## src/rtl/stream_pkg.sv

```systemverilog
// Shared sizing helpers for the stream receive path.
package stream_pkg;

    // Pointer width for a circular buffer of 'depth' entries; never narrower than 1 bit.
    function automatic int ptr_w(int depth);
        int w;
        w = $clog2(depth);
        return (w < 1) ? 1 : w;
    endfunction

    // Width needed to hold an occupancy from 0 up to and including 'depth'.
    function automatic int count_w(int depth);
        return $clog2(depth + 1);
    endfunction

endpackage

```

## src/rtl/stream_rx_fifo_mem.sv

```systemverilog
// Register-array storage for the receive FIFO: one synchronous write port,
// one asynchronous read port, no reset (contents are masked at the top level).
module stream_rx_fifo_mem
    import stream_pkg::*;
#(
    parameter int WIDTH = 8,
    parameter int DEPTH = 4
) (
    input  logic                    clk,
    input  logic                    wr_en,
    input  logic [ptr_w(DEPTH)-1:0] wr_addr,
    input  logic [WIDTH-1:0]        wr_data,
    input  logic [ptr_w(DEPTH)-1:0] rd_addr,
    output logic [WIDTH-1:0]        rd_data
);

    logic [WIDTH-1:0] mem [0:DEPTH-1];

    // Capture the incoming word into the addressed slot when a push is accepted.
    always_ff @(posedge clk) begin
        if (wr_en) begin
            mem[wr_addr] <= wr_data;
        end
    end

    assign rd_data = mem[rd_addr];

endmodule

```

## src/rtl/stream_rx_fifo.sv

```systemverilog
// First-word-fall-through receive FIFO for the non-stallable shift pipeline.
// Absorbs push-only input, re-presents it over valid/ready, drops and flags
// any word that arrives while full with no simultaneous pop.
module stream_rx_fifo
    import stream_pkg::*;
#(
    parameter int WIDTH = 8,
    parameter int DEPTH = 4
) (
    input  logic                      clk,
    input  logic                      rst,
    input  logic [WIDTH-1:0]          i_data,
    input  logic                      i_valid,
    output logic [WIDTH-1:0]          o_data,
    output logic                      o_valid,
    input  logic                      i_ready,
    output logic [count_w(DEPTH)-1:0] o_count,
    output logic                      o_full,
    output logic                      o_overflow
);

    localparam int PW = ptr_w(DEPTH);
    localparam int CW = count_w(DEPTH);
    localparam logic [PW-1:0] LAST_PTR = PW'(DEPTH - 1);
    localparam logic [CW-1:0] FULL_CNT = CW'(DEPTH);

    logic [PW-1:0]    wr_ptr;
    logic [PW-1:0]    rd_ptr;
    logic [WIDTH-1:0] head_data;
    logic             pop;
    logic             push_ok;
    logic             drop;

    // Explicit wrap keeps pointers inside the array for non-power-of-two depths.
    function automatic logic [PW-1:0] inc_ptr(input logic [PW-1:0] p);
        return (p == LAST_PTR) ? '0 : p + PW'(1);
    endfunction

    assign o_valid = (o_count != '0);
    assign o_full  = (o_count == FULL_CNT);
    assign pop     = o_valid && i_ready;
    assign push_ok = i_valid && (!o_full || pop);
    assign drop    = i_valid && o_full && !pop;
    assign o_data  = o_valid ? head_data : '0;

    stream_rx_fifo_mem #(
        .WIDTH (WIDTH),
        .DEPTH (DEPTH)
    ) u_mem (
        .clk     (clk),
        .wr_en   (push_ok),
        .wr_addr (wr_ptr),
        .wr_data (i_data),
        .rd_addr (rd_ptr),
        .rd_data (head_data)
    );

    // Advance pointers and occupancy on accepted pushes/pops; latch any dropped push.
    always_ff @(posedge clk or posedge rst) begin
        if (rst) begin
            wr_ptr     <= '0;
            rd_ptr     <= '0;
            o_count    <= '0;
            o_overflow <= 1'b0;
        end else begin
            if (push_ok) begin
                wr_ptr <= inc_ptr(wr_ptr);
            end
            if (pop) begin
                rd_ptr <= inc_ptr(rd_ptr);
            end
            case ({push_ok, pop})
                2'b10:   o_count <= o_count + CW'(1);
                2'b01:   o_count <= o_count - CW'(1);
                default: o_count <= o_count;
            endcase
            if (drop) begin
                o_overflow <= 1'b1;
            end
        end
    end

`ifndef __ICARUS__
    a_count_range: assert property (@(posedge clk) disable iff (rst) o_count <= FULL_CNT);
    a_full_valid:  assert property (@(posedge clk) disable iff (rst) o_full |-> o_valid);
    a_ovf_cause:   assert property (@(posedge clk) disable iff (rst) $rose(o_overflow) |-> $past(drop));
`endif

endmodule

```

## config.mk

```make
export PLATFORM = sky130hd
export DESIGN_NAME = stream_rx_fifo
export DESIGN_NICKNAME = d
export VERILOG_FILES = /design/src/rtl/stream_pkg.sv /design/src/rtl/stream_rx_fifo_mem.sv /design/src/rtl/stream_rx_fifo.sv
export SDC_FILE = /design/constraint.sdc
export NUM_CORES = 1
export LEC_CHECK = 0
export CELL_PAD_IN_SITES_DETAIL_PLACEMENT = 0
export CELL_PAD_IN_SITES_GLOBAL_PLACEMENT = 2
export CORE_MARGIN = 1
export CORE_UTILIZATION = 30
export CTS_BUF_LIST = sky130_fd_sc_hd__clkbuf_4
export CTS_CLUSTER_SIZE = 16
export DETAILED_ROUTE_END_ITERATION = 8
export GPL_TIMING_DRIVEN = 1
export HOLD_SLACK_MARGIN = 0.06
export PLACE_DENSITY_LB_ADDON = 0.1
export SYNTH_ARGS = -nofsm -noshare
export SYNTH_HDL_FRONTEND = slang
export SYNTH_SLANG_ARGS = --single-unit
```

## constraint.sdc

```tcl
create_clock -name clk -period 2.1 [get_ports clk]
set_input_delay 0.315 -clock clk [delete_from_list [all_inputs] [get_ports clk]]
set_output_delay 0.315 -clock clk [all_outputs]
set_load 0.02 [all_outputs]
```

# Word level (Yosys, flattened, before mapping)
# Memory sizes are Yosys's and may differ from the RTL's.
# Index checks and enable logic that the tools add are counted.
[word_totals]
register_bits = 8
ram_bits = 32
in_bits = 12
out_inout_bits = 14
elab_cells = 29
memories = 1
[classes]
n_addsub = 4
n_eq_ne = 5
n_mux = 6
reduce_logical = 9
[memory_table]
columns = ["memory", "words", "width", "rd", "rd_ports_with_merged_regs", "write_ports", "line", "rtl"]
rows = [
  ["u_mem.mem", 4, 8, 1, 0, 1, "stream_rx_fifo_mem.sv:17", "logic [WIDTH-1:0] mem [0:DEPTH-1];"],
]
[ops]
columns = ["operator", "n"]
rows = [
  ["$mux W8", 1],
  ["$eq A2 B2 Y1 const B", 3],
  ["$pmux W3 S2", 1],
  ["$add A2 B1 Y2 const B", 2],
  ["$logic_and A1 B1 Y1", 4],
  ["$mux W2", 2],
  ["$add A3 B1 Y3 const B", 1],
  ["$eq A3 B3 Y1 const B", 1],
  ["$reduce_bool A3 Y1", 1],
  ["$sub A3 B1 Y3 const B", 1],
  ["$eq A2 B1 Y1 const B", 1],
  ["$logic_not A1 Y1", 2],
  ["$mux W1", 2],
  ["$reduce_bool A2 Y1", 1],
  ["$logic_or A1 B1 Y1", 1],
]

# Depth between registers and ports, before layout
# Gate-level depths: netlist of run 1.
[depth]
depth_word = 6
mapped_depth = 7

# By module
# A second synthesis of run 1 with hierarchy kept.
[unflattened]
cells_unflattened = 111
area_unflattened_um2 = 1794.2
[by_module_without_submodules]
columns = ["mod", "instances", "cells_each", "area_each_um2"]
rows = [
  ["stream_rx_fifo_mem", 1, 46, 1188.6],
  ["stream_rx_fifo", 1, 65, 605.6],
]

# Worst setup path after synthesis of run 1
# Ideal clock, no wire load.
[synth_timing]
path_type = "flip-flop to flip-flop"
start = "register o_count[2]"
end = "register o_count[1]"
setup_time_ns = 0.095
arrival_time_ns = 2.017
required_time_ns = 2.005
slack_ns = -0.013
path_stages_with_launch = 6
path_buffers = 1
cell_sequence = "dfrtp_1 > or3_2 > clkbuf_1 > nand3b_1 > fa_1 > o31ai_1"
[synth_between]
elab_chain_len = 6
[synth_rtl]
columns = ["element", "line", "rtl"]
rows = [
  ["start: declaration", "stream_rx_fifo.sv:17", "output logic [count_w(DEPTH)-1:0] o_count,"],
  ["start signal: assignment", "stream_rx_fifo.sv:73", "2'b10: o_count <= o_count + CW'(1);"],
  ["start signal: assignment", "stream_rx_fifo.sv:74", "2'b01: o_count <= o_count - CW'(1);"],
  ["start signal: assignment", "stream_rx_fifo.sv:75", "default: o_count <= o_count;"],
  ["$reduce_bool A3 Y1 *", "stream_rx_fifo.sv:39", "assign o_valid = (o_count != '0);"],
  ["net o_valid", "stream_rx_fifo.sv:15", "output logic o_valid,"],
  ["$logic_and A1 B1 Y1 *", "stream_rx_fifo.sv:41", "assign pop = o_valid && i_ready;"],
  ["$logic_or A1 B1 Y1", "stream_rx_fifo.sv:42", "assign push_ok = i_valid && (!o_full || pop);"],
  ["$logic_and A1 B1 Y1", "stream_rx_fifo.sv:42", ""],
  ["$eq A2 B1 Y1 or $eq A2 B2 Y1 (tied branches)", "stream_rx_fifo.sv:72", "case ({push_ok, pop})"],
  ["$pmux W3 S2 or $reduce_bool A2 Y1 (tied branches)", "n/a", ""],
]
# The timed path passes the listed nets; every way through them passes the cells marked *.
# A chain may end at the register's enable or synchronous reset.

# Worst setup path in the final report of run 1
[layout_timing]
start = "register rd_ptr[0]"
end = "output o_data[4]"
[layout_between]
elab_chain_len = 2
[layout_rtl]
columns = ["element", "line", "rtl"]
rows = [
  ["start: declaration", "stream_rx_fifo.sv:28", "logic [PW-1:0] rd_ptr;"],
  ["start signal: assignment", "stream_rx_fifo.sv:70", "rd_ptr <= inc_ptr(rd_ptr);"],
  ["$mem_v2 Z4 W8", "n/a", ""],
  ["$mux W8", "stream_rx_fifo.sv:44", "assign o_data = o_valid ? head_data : '0;"],
  ["end: declaration", "stream_rx_fifo.sv:14", "output logic [WIDTH-1:0] o_data,"],
]
# No other way between the ends.

==> flow_summary.toml, run 1 <==
[final_layout]
final_cells = 218
nets = 163
layout_commonest_cell = "edfxtp_1"
antennaDiodeCount = 0
fillers = 513
drive_above_1_share = 0.322
multiInputGateArea_um2 = 579
seq_area_um2 = 1160
syn2layout_area_growth_pct = 26.1
mostFrequentLayoutCells = "edfxtp_1, clkdlybuf4s50_1, mux4_2"

[grt]
grt_max_degree = 14
grt_antenna_before_repair = 0
grt_use_total = 0.116
grt_pass1_wl_mm = 5.28
grt_overflow = 0
grt_pass1_vias = 1044

[synth]
yosysWarningCount = 0
synth_area_um2 = 1790
syn-mean-instance-area_um2 = 16.6
synthXorXnorAreaFrac = 0.00979
synth_cell_types = 31
synth_compound_area_frac = 0.0448
ys_seq_elements = 40
synth-simple-area-share = 0.0895
synth_top_family_by_area = "multiplexers"
synthCells = 108
seq_area_frac_synth = 0.649
synth_nets = 126
synth.area.mux_share = 0.130
synthAdderAreaFrac = 0.0462

[floorplanning]
coreArea_um2 = 5640
rows = 27
start_util = 0.317
die_w_um = 79.2
design.die.area_um2 = 6280
ios = 26
die_h_um = 79.2

[clock_tree]
cts-root-buf = "clkbuf_4"
clkTransAtPathRegs_ps = 120
clk_path_buf_depth = 2
cts_buffers = 5
cts_tree = "done"
cts.sinks = 40
clkLatencyLatePin_ps = 340
ctsHoldBuffers = 0
h-tree-depth = 2

[timing]
slew_headroom = 0.772
finalCritPeriodShare = 1.01
timing.final.hold_violations = 0
fmax_ghz = 0.473
setup_viol = 4
fin_worst_skew_ps = 10.5
final.min_clock_period_ps = 2110
maxSlewViolCount = 0
rsz0062_at_grt = "true"
fin_ws_ps = -13.8
worst_pin_slew_ps = 342
timing.setup.tns_ps = -20.0

[placed_design]
gp_congestion = 0.678
io_buffers = 25
hpwl_mm = 2.25
dp_cells = 207

[drt]
first_pass_iters = 4
viasPerCell = 4.59
vias = 1000
wl_mm = 3.23
wl_per_cell_um = 14.8
drc = 0
ant_nets = 0
first_iter_violations = 47

[status]
status = "finished with violations"
violations = "negative setup slack"

[worst_setup_path]
end_kind = "primary output"
worstPathMaxFanout = 3
crit_arrival_ps = 1800
critical_path_class = "flip-flop to primary output"
r2r_cells = 4
required_ps = 1780
critPathLaunchType = "flip-flop"

[power]
p_leak_nw = 0.845
peakVddDrop_uv = 570
powerDensity_nw_per_um2 = 1430

[worst_hold_path]
hp-class = "primary input to asynchronous set/reset pin"

[job]
cap_violations = 0
## critical path, cell delays in order, from the launching register on
cell	delay (ps)
dfrtp_1	420
buf_12	130
buf_4	100
mux4_2	480
and2_1	170
buf_2	150
## per-layer routing
metal	up-vias	GRT usage	routed length, um
met5	-	0	0
met4	0	0.0491	55
met3	7	0.0322	129
met2	18	0.191	1620
met1	495	0.144	1430
li1	480	-	-
## area by class of cell
class                      count  share of cell area
sequential                    40               0.515
multi-input combinational     56               0.257
timing repair buffer          35               0.141
tap                           72              0.0399
clock inverter                 3              0.0189
clock buffer                   5              0.0166
inverter                       7              0.0116
## registers in the layout (all words and copies together) (netlist names)
register    flops
wr_ptr          2
o_overflow      1
u_mem.mem      32
o_count         3
rd_ptr          2
## per-stage QoR
stage / hold slack, ps / util / instance area [um^2] / worst slack (ps) / total power [mW]
3_5_place_dp: 477 / 0.384 / 2170 / 47.8 / 2.78
6_report: 218 / 0.400 / 2260 / -13.8 / 3.22
5_1_grt: 238 / 0.400 / 2260 / -98.4 / 3.46
4_1_cts: 213 / 0.397 / 2240 / -79.5 / 3.22
2_1_floorplan: 131 / - / 1790 / 50.7 / 2.13
3_3_place_gp: 466 / 0.384 / 2170 / 60.9 / 2.77
## worst paths after layout
kind	from	endpoint	slack (ps)
worst max-delay path	rd_ptr[0]	o_data[4]	-10
worst min-delay path	rst	rd_ptr[0]	220
worst max register to register	o_count[2]	o_count[1]	350
worst min register to register	o_overflow	o_overflow	490
max in group asynchronous	rst	rd_ptr[1]	1610
min in group clk	o_overflow	o_overflow	490
## synth_stat cells (all sizes together)
cell type / count / area [um^2]
o41ai: 1 / 8.76
a21boi: 1 / 7.51
mux4: 8 / 180
ha: 5 / 62.6
o211ai: 2 / 15.0
nor2: 5 / 18.8
nand2: 2 / 7.51
inv: 7 / 26.3
fa: 1 / 20.0
o21bai: 1 / 7.51
xor2: 1 / 8.76
dfrtp: 8 / 200
or3: 1 / 7.51
edfxtp: 32 / 961
nand3b: 3 / 22.5
and3: 1 / 6.26
o22a: 1 / 8.76
xnor2: 1 / 8.76
mux2: 4 / 52.6
or3b: 1 / 11.3
nand2b: 1 / 6.26
a21oi: 1 / 5.00
o31ai: 1 / 7.51
o21a: 1 / 15.0
clkbuf: 2 / 7.51
o21ai: 1 / 5.00
and2: 12 / 80.1
buf: 3 / 21.3
## what timing repair did
item | 4_1_cts | 5_1_grt
pin swaps | 0 | 1
gates resized for setup | 35 | 4
setup endpoints to repair | 10 | 3
cloned | 0 | 0
setup buffers | 3 | 1
## where the power goes
part	internal [mW]	leakage, nW	total [mW]	switching (mW)
clock network	0.248	0.0412	0.501	0.252
logic	0.798	0.419	1.53	0.734
registers	1.07	0.386	1.19	0.118
## cell families (layout without fill, tap and decap cells)
kind of cell	Yosys count	count (layout)
compound gates	10	10
xor+xnor	2	2
fa+ha+maj	6	6
buf+inv	12	50
flops	40	40
mux	12	12
simple gates	26	26
Note: power is estimated with default switching activity, not from simulation.
==> run 2: changes to the inputs <==
- SETUP_SLACK_MARGIN: not set -> 0.4
==> flow_summary.toml, run 2 (synthesis results as in run 1) <==
[worst_setup_path]
r2r_start = "o_count[0]"
required_ps = 1780
crit_arrival_ps = 1710
max_stage_delay_ps = 490
end_kind = "primary output"
path_cells = "buf_6, mux4_2, and2_4, buf_6"
ff2ff_setup_slack_ps = 330
critPathLaunchType = "flip-flop"
startpoint = "rd_ptr[0]"
cp_slowest_cell = "mux4_2"
r2r_cells = 4
worstPathMaxFanout = 4
endpoint = "o_data[3]"
rr_endpoint = "o_count[1]"
critical_path_class = "flip-flop to primary output"
crit_path_frequent_cell = "buf_6"

[placed_design]
pre_cts_ws_ps = 70.2
gp_congestion = 0.727
io_buffers = 25
dp_cells = 206
hpwl_mm = 2.32

[drt]
viasPerCell = 4.76
first_iter_violations = 40
wl_mm = 3.45
ant_nets = 0
drc = 0
first_pass_iters = 4
vias = 1047
wl_per_cell_um = 15.7

[power]
p_leak_nw = 0.876
finalPower_mw = 3.43
netSwitchingFraction = 0.350
clkPwrFrac = 0.111
powerDensity_nw_per_um2 = 1480
p_int_mw = 2.23
peakVddDrop_uv = 630
pwr-share-seq = 0.354
p_comb_frac = 0.535
p_sw_mw = 1.20

[job]
cap_violations = 0

[floorplanning]
start_util = 0.317
coreArea_um2 = 5640
die_h_um = 79.2
design.die.area_um2 = 6280
ios = 26
die_w_um = 79.2
rows = 27

[final_layout]
largest_reg_flops = 32
reg.largest.list = "u_mem.mem (32), o_count (3)"
nets = 165
syn2layout_area_growth_pct = 29.6
mostFrequentLayoutCells = "edfxtp_1, buf_6, and2_4, clkdlybuf4s50_1, mux4_2"
top_register = "u_mem.mem"
drive_above_1_share = 0.439
layout_commonest_cell = "edfxtp_1"
final_cells = 220
antennaDiodeCount = 0

[timing]
worst_pin_slew_ps = 332
fin_ws_ps = 75.4
timing.setup.tns_ps = 0
rsz0062_at_grt = "true"
finalCritPeriodShare = 0.964
slew_headroom = 0.778
setup_viol = 0
fmax_ghz = 0.494
fin_worst_skew_ps = 13.2
maxSlewViolCount = 0
hold-worst-slack_ps = 201
final.min_clock_period_ps = 2020
timing.final.hold_violations = 0

[clock_tree]
ctsHoldBuffers = 0
clkTransAtPathRegs_ps = 120
cts_tree = "done"
cts.sinks = 40
clkLatencyLatePin_ps = 350
cts_buffers = 5
h-tree-depth = 2
clk_path_buf_depth = 2
cts-root-buf = "clkbuf_4"

[worst_hold_path]
hp-class = "primary input to asynchronous set/reset pin"

[grt]
grt_antenna_before_repair = 0
grt_overflow = 0
grt_use_total = 0.125
grt_pass1_vias = 1087
grt_max_degree = 14
grt_pass1_wl_mm = 5.68

[status]
status = "complete, no violations"
==> run 2: cell count changes in the layout (fill, tap and decap cells not counted), moves of 3 or more <==
cell	previous run	this run
buf_6	2	14
and2_4	1	12
and2_1	7	0
buf_2	6	0
and2_2	4	0
clkdlybuf4s50_1	15	12
==> run 2: critical path, delay by kind of cell, from the launching register on <==
kind	cells	cell delay (ps)
multiplexers	1	490
AND/OR/NAND/NOR	1	150
buffers and inverters	2	270
flip-flops	1	440
==> run 2: worst min path at each step <==
stage,from,endpoint,slack (ps),cells past startpoint
after floorplan,rst,o_count[1],130,1
after global placement,o_overflow,o_overflow,470,1
after detailed placement,o_overflow,o_overflow,470,1
after CTS,rst,o_count[1],210,2
after global routing,rst,o_count[1],250,2
final,rst,o_count[1],200,2
==> run 2: final cells by class <==
type | count | area (um^2)
fill | 540 | 3320
sequential | 40 | 1160
multi-input combinational | 57 | 624
timing repair buffer | 36 | 357
tap | 72 | 90.1
clock buffer | 5 | 37.5
inverter | 7 | 26.3
clock inverter | 3 | 18.8
==> run 2: metrics by stage <==
stage | area (um^2) | utilization
after detailed placement | 2150 | 0.381
after floorplan | 1810 | -
final | 2320 | 0.411
after CTS | 2300 | 0.407
after global routing | 2320 | 0.411
after global placement | 2150 | 0.381
==> run 2: layer usage <==
layer	share of wire	GRT usage	up-vias
met5	0	0	-
met3	0.030	0.0276	6
met1	0.46	0.166	537
li1	-	-	484
met4	0.014	0.0491	0
met2	0.50	0.200	20
==> run 2: power by group through the flow <==
| stage | logic, mW | clock network [mW] | registers, mW |
|---|---|---|---|
| 2_1_floorplan | 0.933 | 0 | 1.23 |
| 5_1_grt | 2.00 | 0.421 | 1.24 |
| 4_1_cts | 1.81 | 0.396 | 1.22 |
| 6_report | 1.84 | 0.380 | 1.21 |
| 3_5_place_dp | 1.53 | 0 | 1.24 |
| 3_3_place_gp | 1.50 | 0 | 1.23 |
==> run 2: what timing repair did <==
item | 4_1_cts | 5_1_grt
gates cloned | 1 | 0
pin swaps | 16 | 5
resized for setup | 77 | 10
endpoints found under the setup margin | 41 | 12
setup buffers | 4 | 1
==> run 3: changes to the inputs <==
- clock period: 2.1 -> 1.9 ns (I/O delays scaled with it)
==> flow_summary.toml, run 3 (synthesis results as in run 1) <==
[timing]
rsz0062_at_grt = "true"
fin_ws_ps = -42.3
fin_worst_skew_ps = 11.3
final.min_clock_period_ps = 1940
slew_headroom = 0.773
fmax_ghz = 0.515
worst_pin_slew_ps = 341
setup_viol = 8
timing.final.hold_violations = 0
timing.setup.tns_ps = -237
maxSlewViolCount = 0
finalCritPeriodShare = 1.02

[placed_design]
pre_cts_ws_ps = -133
hpwl_mm = 2.35
io_buffers = 25
gp_congestion = 0.691

[worst_setup_path]
worstPathMaxFanout = 5
critical_path_class = "flip-flop to primary output"
critPathLaunchType = "flip-flop"
required_ps = 1620
end_kind = "primary output"
crit_arrival_ps = 1660
ff2ff_setup_slack_ps = 80

[grt]
grt_use_total = 0.127
grt_antenna_before_repair = 0
grt_max_degree = 13
grt_pass1_wl_mm = 5.59
grt_overflow = 0
grt_pass1_vias = 1077

[floorplanning]
die_w_um = 79.2
coreArea_um2 = 5640
rows = 27
die_h_um = 79.2
design.die.area_um2 = 6280
start_util = 0.317
ios = 26

[final_layout]
reg.largest.list = "u_mem.mem (32), o_count (3)"
fillers = 519
multiInputGateArea_um2 = 639
top_register = "u_mem.mem"
nets = 170
drive_above_1_share = 0.490
mostFrequentLayoutCells = "edfxtp_1, buf_6, and2_4"
layout_commonest_cell = "edfxtp_1"
seq_area_um2 = 1170
syn2layout_area_growth_pct = 35.4
largest_reg_flops = 32
antennaDiodeCount = 0

[clock_tree]
cts.sinks = 40
ctsHoldBuffers = 0
clkLatencyLatePin_ps = 350
cts_tree = "done"
h-tree-depth = 2
cts_buffers = 5
cts-root-buf = "clkbuf_4"
clk_path_buf_depth = 2
clkTransAtPathRegs_ps = 110

[drt]
ant_nets = 0
drc = 0
wl_per_cell_um = 16.2
first_pass_iters = 4
vias = 1035
wl_mm = 3.64
viasPerCell = 4.60
first_iter_violations = 69

[power]
peakVddDrop_uv = 605
powerDensity_nw_per_um2 = 1700
p_leak_nw = 0.928

[status]
violations = "negative setup slack"
status = "finished with violations"

[job]
cap_violations = 0

[worst_hold_path]
hp-class = "primary input to asynchronous set/reset pin"
[run 3: through the flow]
step	utilization	power, mW	hold slack (ps)	cell area [um^2]	instances
2_1_floorplan	-	2.46	100	1830	108
3_3_place_gp	0.387	3.12	469	2180	208
3_5_place_dp	0.387	3.14	464	2180	208
4_1_cts	0.422	4.07	173	2380	223
5_1_grt	0.429	4.38	188	2420	225
6_report	0.429	4.12	187	2420	225
[run 3: repair_timing]
item / 4_1_cts / 5_1_grt
resized for setup: 97 / 11
pin swaps: 13 / 6
gates cloned: 1 / 0
endpoints found under the setup margin: 50 / 51
buffers inserted: 6 / 2
[run 3: per-layer routing]
| layer | share of wire | GRT usage | vias up | routed length, um |
|---|---|---|---|---|
| met5 | 0 | 0 | - | 0 |
| met4 | 0.016 | 0.0509 | 0 | 59 |
| met3 | 0.032 | 0.0414 | 6 | 116 |
| met2 | 0.49 | 0.199 | 19 | 1800 |
| met1 | 0.46 | 0.163 | 518 | 1660 |
| li1 | - | - | 492 | - |
[run 3: final cells by class]
type	count	area share
multi-input cells	57	0.264
well taps	72	0.0372
clock inverters	2	0.0145
repair buffers	41	0.174
flip-flops and latches	40	0.481
clock buffers	6	0.0186
inverters	7	0.0108
[run 3: path summary, 6_finish.rpt]
kind                            cells past startpoint          to       start
worst max-delay path                                4   o_data[7]   rd_ptr[0]
worst min-delay path                                2   wr_ptr[1]         rst
worst max register to register                      7  o_count[1]  o_count[1]
worst min register to register                      1  o_overflow  o_overflow
max in group asynchronous                           2  o_count[0]         rst
min in group clk                                    1  o_overflow  o_overflow
[run 3: worst max-delay path, cell delays in order (launching register included)]
cell and delay (ps):
dfrtp_1 400, buf_6 150, mux4_2 500, and2_4 150
buf_6 120
[run 3: power by group]
part	internal (mW)	switching [mW]	total (mW)	leakage [nW]
logic	1.27	0.953	2.22	0.500
registers	1.19	0.149	1.34	0.382
clock network	0.290	0.271	0.562	0.0456
total	2.75	1.37	4.12	0.928
